==> src/rtl/vga_pkg.sv <==
// Default 640x480@60 VGA timing constants and derived totals.
package vga_pkg;

    localparam int DEF_H_VISIBLE = 640;
    localparam int DEF_H_FP      = 16;
    localparam int DEF_H_SYNC    = 96;
    localparam int DEF_H_BP      = 48;

    localparam int DEF_V_VISIBLE = 480;
    localparam int DEF_V_FP      = 10;
    localparam int DEF_V_SYNC    = 2;
    localparam int DEF_V_BP      = 33;

    localparam int DEF_BAR_W     = 80;

    function automatic int span_total(int vis, int fp, int sw, int bp);
        return vis + fp + sw + bp;
    endfunction

    localparam int DEF_H_TOTAL =
        span_total(DEF_H_VISIBLE, DEF_H_FP, DEF_H_SYNC, DEF_H_BP);
    localparam int DEF_V_TOTAL =
        span_total(DEF_V_VISIBLE, DEF_V_FP, DEF_V_SYNC, DEF_V_BP);

endpackage

==> src/rtl/vga_timing_gen.sv <==
// VGA timing generator with registered sync/blank/color pins.
// Optional color bars are built only with VGA_TEST_PATTERN_EN defined.
module vga_timing_gen
    import vga_pkg::*;
#(
    parameter int H_VISIBLE = DEF_H_VISIBLE,
    parameter int H_FP      = DEF_H_FP,
    parameter int H_SYNC    = DEF_H_SYNC,
    parameter int H_BP      = DEF_H_BP,
    parameter int V_VISIBLE = DEF_V_VISIBLE,
    parameter int V_FP      = DEF_V_FP,
    parameter int V_SYNC    = DEF_V_SYNC,
    parameter int V_BP      = DEF_V_BP,
    parameter int BAR_W     = DEF_BAR_W
) (
    input  logic       Clk,
    input  logic       Reset_n,
    input  logic [7:0] in_R,
    input  logic [7:0] in_G,
    input  logic [7:0] in_B,
    input  logic       test_mode,
    output logic [9:0] DrawX,
    output logic [9:0] DrawY,
    output logic       VGA_CLK,
    output logic       VGA_HS,
    output logic       VGA_VS,
    output logic       VGA_BLANK_N,
    output logic       VGA_SYNC_N,
    output logic [7:0] VGA_R,
    output logic [7:0] VGA_G,
    output logic [7:0] VGA_B,
    output logic       frame_start
);

    localparam int H_TOTAL = span_total(H_VISIBLE, H_FP, H_SYNC, H_BP);
    localparam int V_TOTAL = span_total(V_VISIBLE, V_FP, V_SYNC, V_BP);

    localparam logic [9:0] H_LAST   = 10'(H_TOTAL - 1);
    localparam logic [9:0] V_LAST   = 10'(V_TOTAL - 1);
    localparam logic [9:0] HS_START = 10'(H_VISIBLE + H_FP);
    localparam logic [9:0] HS_END   = 10'(H_VISIBLE + H_FP + H_SYNC);
    localparam logic [9:0] VS_START = 10'(V_VISIBLE + V_FP);
    localparam logic [9:0] VS_END   = 10'(V_VISIBLE + V_FP + V_SYNC);
    localparam logic [9:0] H_VIS    = 10'(H_VISIBLE);
    localparam logic [9:0] V_VIS    = 10'(V_VISIBLE);

    logic       pix_en;
    logic [9:0] h_cnt;
    logic [9:0] v_cnt;
    logic       h_last;
    logic       v_last;
    logic       hs_c;
    logic       vs_c;
    logic       vis_c;
    logic [7:0] r_c;
    logic [7:0] g_c;
    logic [7:0] b_c;

    assign h_last = (h_cnt == H_LAST);
    assign v_last = (v_cnt == V_LAST);
    assign hs_c   = ~((h_cnt >= HS_START) && (h_cnt < HS_END));
    assign vs_c   = ~((v_cnt >= VS_START) && (v_cnt < VS_END));
    assign vis_c  = (h_cnt < H_VIS) && (v_cnt < V_VIS);

    assign DrawX       = h_cnt;
    assign DrawY       = v_cnt;
    assign VGA_CLK     = pix_en;
    assign VGA_SYNC_N  = 1'b0;
    assign frame_start = pix_en & h_last & v_last;

    always_ff @(posedge Clk or negedge Reset_n) begin
        if (!Reset_n) begin
            pix_en <= 1'b0;
        end else begin
            pix_en <= ~pix_en;
        end
    end

    always_ff @(posedge Clk or negedge Reset_n) begin
        if (!Reset_n) begin
            h_cnt <= '0;
            v_cnt <= '0;
        end else if (pix_en) begin
            if (h_last) begin
                h_cnt <= '0;
                v_cnt <= v_last ? 10'd0 : v_cnt + 10'd1;
            end else begin
                h_cnt <= h_cnt + 10'd1;
            end
        end
    end

`ifdef VGA_TEST_PATTERN_EN
    localparam logic [9:0] BAR_LAST = 10'(BAR_W - 1);

    logic [9:0] bar_sub;
    logic [2:0] bar;

    // Bar index tracks h_cnt / BAR_W, restarting with every line.
    always_ff @(posedge Clk or negedge Reset_n) begin
        if (!Reset_n) begin
            bar_sub <= '0;
            bar     <= '0;
        end else if (pix_en) begin
            if (h_last) begin
                bar_sub <= '0;
                bar     <= '0;
            end else if (bar_sub == BAR_LAST) begin
                bar_sub <= '0;
                bar     <= bar + 3'd1;
            end else begin
                bar_sub <= bar_sub + 10'd1;
            end
        end
    end

    always_comb begin
        r_c = in_R;
        g_c = in_G;
        b_c = in_B;
        if (test_mode) begin
            r_c = {8{bar[2]}};
            g_c = {8{bar[1]}};
            b_c = {8{bar[0]}};
        end
    end
`else
    logic unused_cfg;
    assign unused_cfg = ^{test_mode, 10'(BAR_W)};
    assign r_c = in_R;
    assign g_c = in_G;
    assign b_c = in_B;
`endif

    // Sync, blank and color all share one pixel of pin latency.
    always_ff @(posedge Clk or negedge Reset_n) begin
        if (!Reset_n) begin
            VGA_HS      <= 1'b1;
            VGA_VS      <= 1'b1;
            VGA_BLANK_N <= 1'b0;
            VGA_R       <= '0;
            VGA_G       <= '0;
            VGA_B       <= '0;
        end else if (pix_en) begin
            VGA_HS      <= hs_c;
            VGA_VS      <= vs_c;
            VGA_BLANK_N <= vis_c;
            VGA_R       <= vis_c ? r_c : 8'h00;
            VGA_G       <= vis_c ? g_c : 8'h00;
            VGA_B       <= vis_c ? b_c : 8'h00;
        end
    end

endmodule

==> config.mk <==
export PLATFORM = sky130hd
export DESIGN_NAME = vga_timing_gen
export DESIGN_NICKNAME = d
export VERILOG_FILES = /design/src/rtl/vga_pkg.sv /design/src/rtl/vga_timing_gen.sv
export SDC_FILE = /design/constraint.sdc
export NUM_CORES = 1
export LEC_CHECK = 0
export BUFFER_PORTS_ARGS = -buffer_cell sky130_fd_sc_hd__buf_2
export CORE_MARGIN = 1.5
export CORE_UTILIZATION = 53
export DETAILED_ROUTE_END_ITERATION = 8
export PLACE_DENSITY = 0.95
export SKIP_LAST_GASP = 1
export SYNTH_ARGS = -nofsm -noshare
export SYNTH_HDL_FRONTEND = slang
export SYNTH_SLANG_ARGS = --single-unit
==> constraint.sdc <==
create_clock -name Clk -period 3.55 [get_ports Clk]
set_clock_uncertainty 0.1 [all_clocks]
set_input_delay 0.355 -clock Clk [delete_from_list [all_inputs] [get_ports Clk]]
set_output_delay 0.355 -clock Clk [all_outputs]
set_load 0.02 [all_outputs]
==> summary.md, run 1 <==
| Metric | Value |
|---|---|
| Fmax | between 0.4 and 0.5 GHz |
| Largest net degree at the start of global routing | a little under 50 |
| Top-Level Pins | 77 |
| Vias | around 1700 |
| Initial antenna violation count | 0 |
| GR Util All Layers | approximately 22% |
| Clock latency on the worst-skew pair | around 0.29 ns |
| Req. time, crit path | roughly 3.1 ns |
| CTS buffer count | 5 |
| Critical path fanouts, max | 7 |
| # hold bufs at CTS | 0 |
| Final Max Slew Viols | 0 |
| Worst setup margin | about 1.1 ns |
| Period utilisation layout | 69.3% |
| Reg-to-Reg Start | DrawX[0]$_DFFE_PN0P_ |
| DR DRC count | 0 |
| DRT iter0 DRCs | 120 |
| Mapped Nets | roughly 220 |
| R2R setup slack | 1.31 ns |
| Die area | 4390 um^2 |
| Mapped Area | about 2100 um^2 |
| Final Setup Violations | 0 |
| DR WL/cell | 13.9 um |
| Slew headroom | 32.7% |
| Final Cell Area | around 2600 um^2 |
| DRT Pass-1 Iters | 4 |
| Leak | 1.37 nW |
| DR vias/cell | about 5.5 |
| Crit Path Category | register to output pin |
| Vias in the first global route | approximately 1600 |
| Layout cells sized above 1 | about 36% |
| Crit path launch type | register |
| Post-CTS setup repair buffer count | 0 |
| Unique masters post-synth | 38 |
| Drt total wl | 4260 um |
| Routed Antenna Nets | 0 |
| GR Overflow Total | 0 |
| H-tree depth | 2 |
| Placed cell area | approximately 2500 um^2 |
| Die height | 66.2 um |
| CTS tree | built |
| Die width | about 66 um |
| Worst reg2reg path depth | 5 |
| First-pass GRT wire length | roughly 7300 um |
| Area growth from synthesis to layout | 23.0% |
| Root buf cell | clkbuf_8 |
| Setup tns final | 0 ns |
| CTS clock-pin slew for the worst setup and hold paths | ~0.090 ns |
| Unrepaired setup endpoints after global routing | false |
| Power Density | between 300 and 400 nW/um^2 |
| Post_cts resized | 0 |
| Core box area | roughly 3700 um^2 |
| Hold_ws | 0.126 ns |
| GP Congestion | roughly 0.9 |
| Nets | just under 300 |
| CP arrival | approximately 2.0 ns |
| YS warnings | 0 |
| Initial Util | between 50% and 60% |
| Max VDD drop | between 0.0002 and 0.0003 V |
| Max-cap violations | 0 |
| Cells after Synth | about 190 |
| CTS Sinks | 48 |
| HPWL after DPL | between 3000 and 4000 um |
| Worst setup endpoint | frame_start |
| Register area share after synthesis | 56.8% |
| Most frequent cells in the layout | 74 x buf_2, 46 x dfrtp_1, 25 x a22o_1 |
| Final Hold Fails | 0 |
| CP startpoint | DrawY[0]$_DFFE_PN0P_ |
| Port Buffers | 74 |
| Status | finished, final reports clean |
| Average size of a mapped cell | ~11 um^2 |
| Commonest non-fill, non-tap cell in the layout | buf_2 |
| Hold Crit Class | primary input to asynchronous set/reset pin |
| CP endpoint kind | output pin |
| Clk buf depth | 2 |
| FF+latch count, synth | 48 |
| Cell Rows | 22 |
| Pre-CTS setup slack | roughly 1.4 ns |
| Slew of the pin with the lowest slew margin | 1.01 ns |
| Tmin final | approximately 2.5 ns |
| R2r endpoint | DrawY[9]$_DFFE_PN0P_ |
| Diodes inserted | 0 |
[worst min-delay path by stage]
stage                              endpoint  slack [ns]               startpoint  cells after the start
finish                    VGA_CLK$_DFF_PN0_        0.13                  Reset_n                      1
global route           VGA_B[5]$_DFFE_PN0P_        0.15                  in_B[5]                      2
CTS                    DrawY[5]$_DFFE_PN0P_        0.15                  Reset_n                      1
detailed placement       VGA_HS$_DFFE_PN1P_        0.39       VGA_HS$_DFFE_PN1P_                      2
global placement    VGA_BLANK_N$_DFFE_PN0P_        0.36  VGA_BLANK_N$_DFFE_PN0P_                      1
floorplan              DrawX[0]$_DFFE_PN0P_       -0.04                  Reset_n                      0
[critical path, stage by stage (launching register included)]
cell and delay [ns]:
dfrtp_1 0.45, inv_1 0.11, ha_1 0.13, nor4bb_1 0.41, nand3_1 0.27, nor2_1 0.17
buf_2 0.17
[cell type report]
| type | instances | area, um^2 |
|---|---|---|
| repair buffers | 75 | 378 |
| well taps | 48 | 60.1 |
| multi-input cells | 120 | 840 |
| inverters | 7 | 26.3 |
| clock buffers | 6 | 82.6 |
| flip-flops and latches | 48 | 1200 |
| fillers | 301 | 1140 |
| clock inverters | 2 | 17.5 |
[stage by stage]
step                instances  util, %  power [mW]
floorplan                 185        -       0.610
finish                    306     69.7       0.983
detailed placement        298     67.0       0.649
global route              306     69.7        1.03
global placement          298     67.0       0.647
CTS                       306     69.7       0.994
[power breakdown]
part	switching (mW)	leakage (nW)	internal [mW]
clock	0.183	0.0522	0.163
sequential	0.00805	0.588	0.560
combinational	0.0405	0.727	0.0285
total	0.232	1.37	0.752
[sequential cells by signal, indices dropped and copies added, names as in the netlist]
register,flops
VGA_G,8
VGA_HS,1
VGA_CLK,1
VGA_R,8
VGA_VS,1
VGA_B,8
DrawY,10
VGA_BLANK_N,1
DrawX,10
[metal layers]
layer / up-vias / routed length [um] / track usage [%] / part of all wire, %
li1: 819 / - / - / -
met5: - / 0 / 0 / 0
met3: 4 / 336 / 7.84 / 7.9
met4: 0 / 33 / 7.14 / 0.77
met2: 72 / 2020 / 36.1 / 47
met1: 778 / 1870 / 28.1 / 44
[cell families after synthesis]
| family | Yosys count | share of synthesized area [%] |
|---|---|---|
| AO/OA/AOI/OAI | 44 | 15.6 |
| AND/OR/NAND/NOR | 59 | 16.2 |
| other | 1 | 0.177 |
| flip-flops | 48 | 56.8 |
| XOR/XNOR | 10 | 4.13 |
| multiplexers | 1 | 0.472 |
| adder cells (fa/ha/maj) | 5 | 2.95 |
| buffers and inverters | 17 | 3.60 |
[Yosys cell counts, drive strengths merged]
master,n,area (um^2)
nor2,10,37.5
mux2i,1,10.0
and3,4,25.0
or4,1,11.3
o2bb2ai,1,8.76
a22o,25,219
o31ai,1,7.51
o21ai,9,45.0
a21oi,3,15.0
nand3,9,45.0
nand4b,1,23.8
nand2,10,37.5
dfstp,2,52.6
clkbuf,7,26.3
a31oi,1,6.26
ha,5,62.6
or3,1,6.26
and2,1,6.26
inv,7,26.3
a41oi,1,8.76
nor4bb,1,10.0
a21o,2,15.0
nor3,10,65.1
nor3b,1,7.51
xor2,3,26.3
conb,1,3.75
o22ai,1,6.26
nand4,4,25.0
nand2b,1,6.26
or2,1,6.26
dfrtp,46,1150
xnor2,7,61.3
nor4,4,31.3
buf,3,23.8
(Power assumes the default switching activity.)
==> inputs of run 2 (changes only) <==
--- a/config.mk
+++ b/config.mk
@@ -7,9 +7,9 @@
 export LEC_CHECK = 0
 export BUFFER_PORTS_ARGS = -buffer_cell sky130_fd_sc_hd__buf_2
 export CORE_MARGIN = 1.5
-export CORE_UTILIZATION = 53
+export CORE_UTILIZATION = 49
 export DETAILED_ROUTE_END_ITERATION = 8
-export PLACE_DENSITY = 0.95
+export PLACE_DENSITY = 0.9
 export SKIP_LAST_GASP = 1
 export SYNTH_ARGS = -nofsm -noshare
 export SYNTH_HDL_FRONTEND = slang
==> constraint.sdc (replaced) <==
create_clock -name Clk -period 2.5 [get_ports Clk]
set_clock_uncertainty 0.1 [all_clocks]
set_input_delay 0.25 -clock Clk [delete_from_list [all_inputs] [get_ports Clk]]
set_output_delay 0.25 -clock Clk [all_outputs]
set_load 0.02 [all_outputs]
==> summary.md, run 2 (synthesis results as in run 1) <==
| Metric | Value |
|---|---|
| Status | finished, final reports clean |
| Req. time, crit path | ~2.2 ns |
| Initial Util | 51.9% |
| Max-cap violations | 0 |
| Slew headroom | roughly three fifths |
| Final Util | approximately two thirds |
| DRT iter0 DRCs | about 120 |
| DR WL/cell | 14.9 um |
| Final Max Slew Viols | 0 |
| DR vias/cell | around 5.4 |
| GRT met1 Usage | 27.2% |
| Drt total wl | ~4700 um |
| Slew of the pin with the lowest slew margin | about 0.57 ns |
| CTS clock-pin slew for the worst setup and hold paths | about 0.090 ns |
| GP Congestion | ~0.85 |
| Die height | 68.8 um |
| Crit Path Category | register to output pin |
| Clock latency on the worst-skew pair | 0.31 ns |
| Register area | between 1000 and 1500 um^2 |
| Hold_ws | approximately 0.05 ns |
| DR DRC count | 0 |
| Vias | 1695 |
| Max VDD drop | ~0.00028 V |
| Largest net degree at the start of global routing | 28 |
| Initial antenna violation count | 0 |
| Power Density | roughly 560 nW/um^2 |
| DRT Pass-1 Iters | 4 |
| Hold Crit Class | primary input to register |
| Fmax | approximately 0.42 GHz |
| Cell Rows | 23 |
| Root buf cell | clkbuf_8 |
| Die area | roughly 4700 um^2 |
| Layer with the highest usage | met2 |
| Core box area | roughly 4000 um^2 |
| Die width | 68.8 um |
| CP arrival | between 2 and 2.5 ns |
| Top-Level Pins | between 70 and 80 |
| Port Buffers | 74 |
| Crit path launch type | register |
| Final Setup Violations | 0 |
| CP endpoint kind | output pin |
| Clk buf depth | 2 |
| Reg-to-Reg Start | DrawX[1]$_DFFE_PN0P_ |
| Layout cells sized above 1 | 36.9% |
| Area growth from synthesis to layout | 26.3% |
| Diodes inserted | 0 |
| Critical path fanouts, max | 10 |
| Nets | just under 300 |
| CTS Sinks | 48 |
| M3 GR Usage | under 10% |
| Commonest non-fill, non-tap cell in the layout | buf_2 |
| CTS buffer count | 5 |
| Vias in the first global route | roughly 1500 |
| Leak | 1.40 nW |
| HPWL after DPL | between 3000 and 4000 um |
| Routed Antenna Nets | 0 |
| CTS tree | built |
| Met2 usage | about a third |
| GR Util All Layers | between 20% and 30% |
| Area of the multi-input gates | ~850 um^2 |
| Most frequent cells in the layout | 74 x buf_2, 46 x dfrtp_1, 25 x a22o_1 |
| GR Overflow Total | 0 |
| Fill cell count | 324 |
| Hold Crit Start | in_G[7] |
| Post-CTS setup repair buffer count | 0 |
| H-tree depth | 2 |
| Period utilisation layout | between 90% and 100% |
| CP startpoint | DrawX[1]$_DFFE_PN0P_ |
| Final Hold Fails | 0 |
| First-pass GRT wire length | between 7000 and 8000 um |
| Setup tns final | 0 ns |
| Tmin final | 2.36 ns |
==> run 2: final timing paths <==
kind                       slack [ns]  cells past startpoint                       to
min reg2reg                      0.39                      1  VGA_BLANK_N$_DFFE_PN0P_
max in group asynchronous        1.21                      3       VGA_HS$_DFFE_PN1P_
min in group asynchronous        0.32                      2     VGA_R[4]$_DFFE_PN0P_
min                              0.05                      2     VGA_G[7]$_DFFE_PN0P_
max reg2reg                      0.48                      5     DrawY[3]$_DFFE_PN0P_
max                              0.14                      5              frame_start
==> run 2: cell type report <==
| class | instances | share of cell area, % |
|---|---|---|
| Tap cell | 50 | 2.34 |
| Clock inverter | 2 | 1.45 |
| Multi-Input combinational cell | 120 | 31.6 |
| Inverter | 7 | 0.981 |
| Clock buffer | 6 | 3.08 |
| Sequential cell | 48 | 45.0 |
| Timing Repair Buffer | 80 | 15.6 |
==> run 2: report_power, final <==
group / switching [mW] / internal, mW
Clock: 0.259 / 0.327
Sequential: 0.0103 / 0.795
Combinational: 0.0590 / 0.0426
==> run 2: what timing repair did <==
item	in CTS	in global routing
setup endpoints to repair	0	1
resized for setup	0	1
endpoints found under the hold margin	20	0
hold buffers	1	0
==> run 2: per-layer routing <==
metal / up-vias / part of all wire [%]
met3: 6 / 3.9
met1: 823 / 44
met5: - / 0
met4: 0 / 1.6
li1: 824 / -
met2: 42 / 50
==> run 2: critical path, cell delays in order (launching register included) <==
cell,delay (ns)
dfrtp_1,0.42
ha_1,0.27
nand4b_4,0.14
or4_4,0.58
nor2_1,0.12
buf_2,0.17
==> run 2: per-stage QoR <==
step	std cells	area [um^2]	power [mW]	worst slack [ns]
6_report	313	2680	1.49	0.145
2_1_floorplan	185	2120	0.866	0.354
5_1_grt	313	2680	1.55	-0.0398
3_3_place_gp	304	2540	0.920	0.528
3_5_place_dp	304	2540	0.924	0.461
4_1_cts	313	2670	1.51	0.109
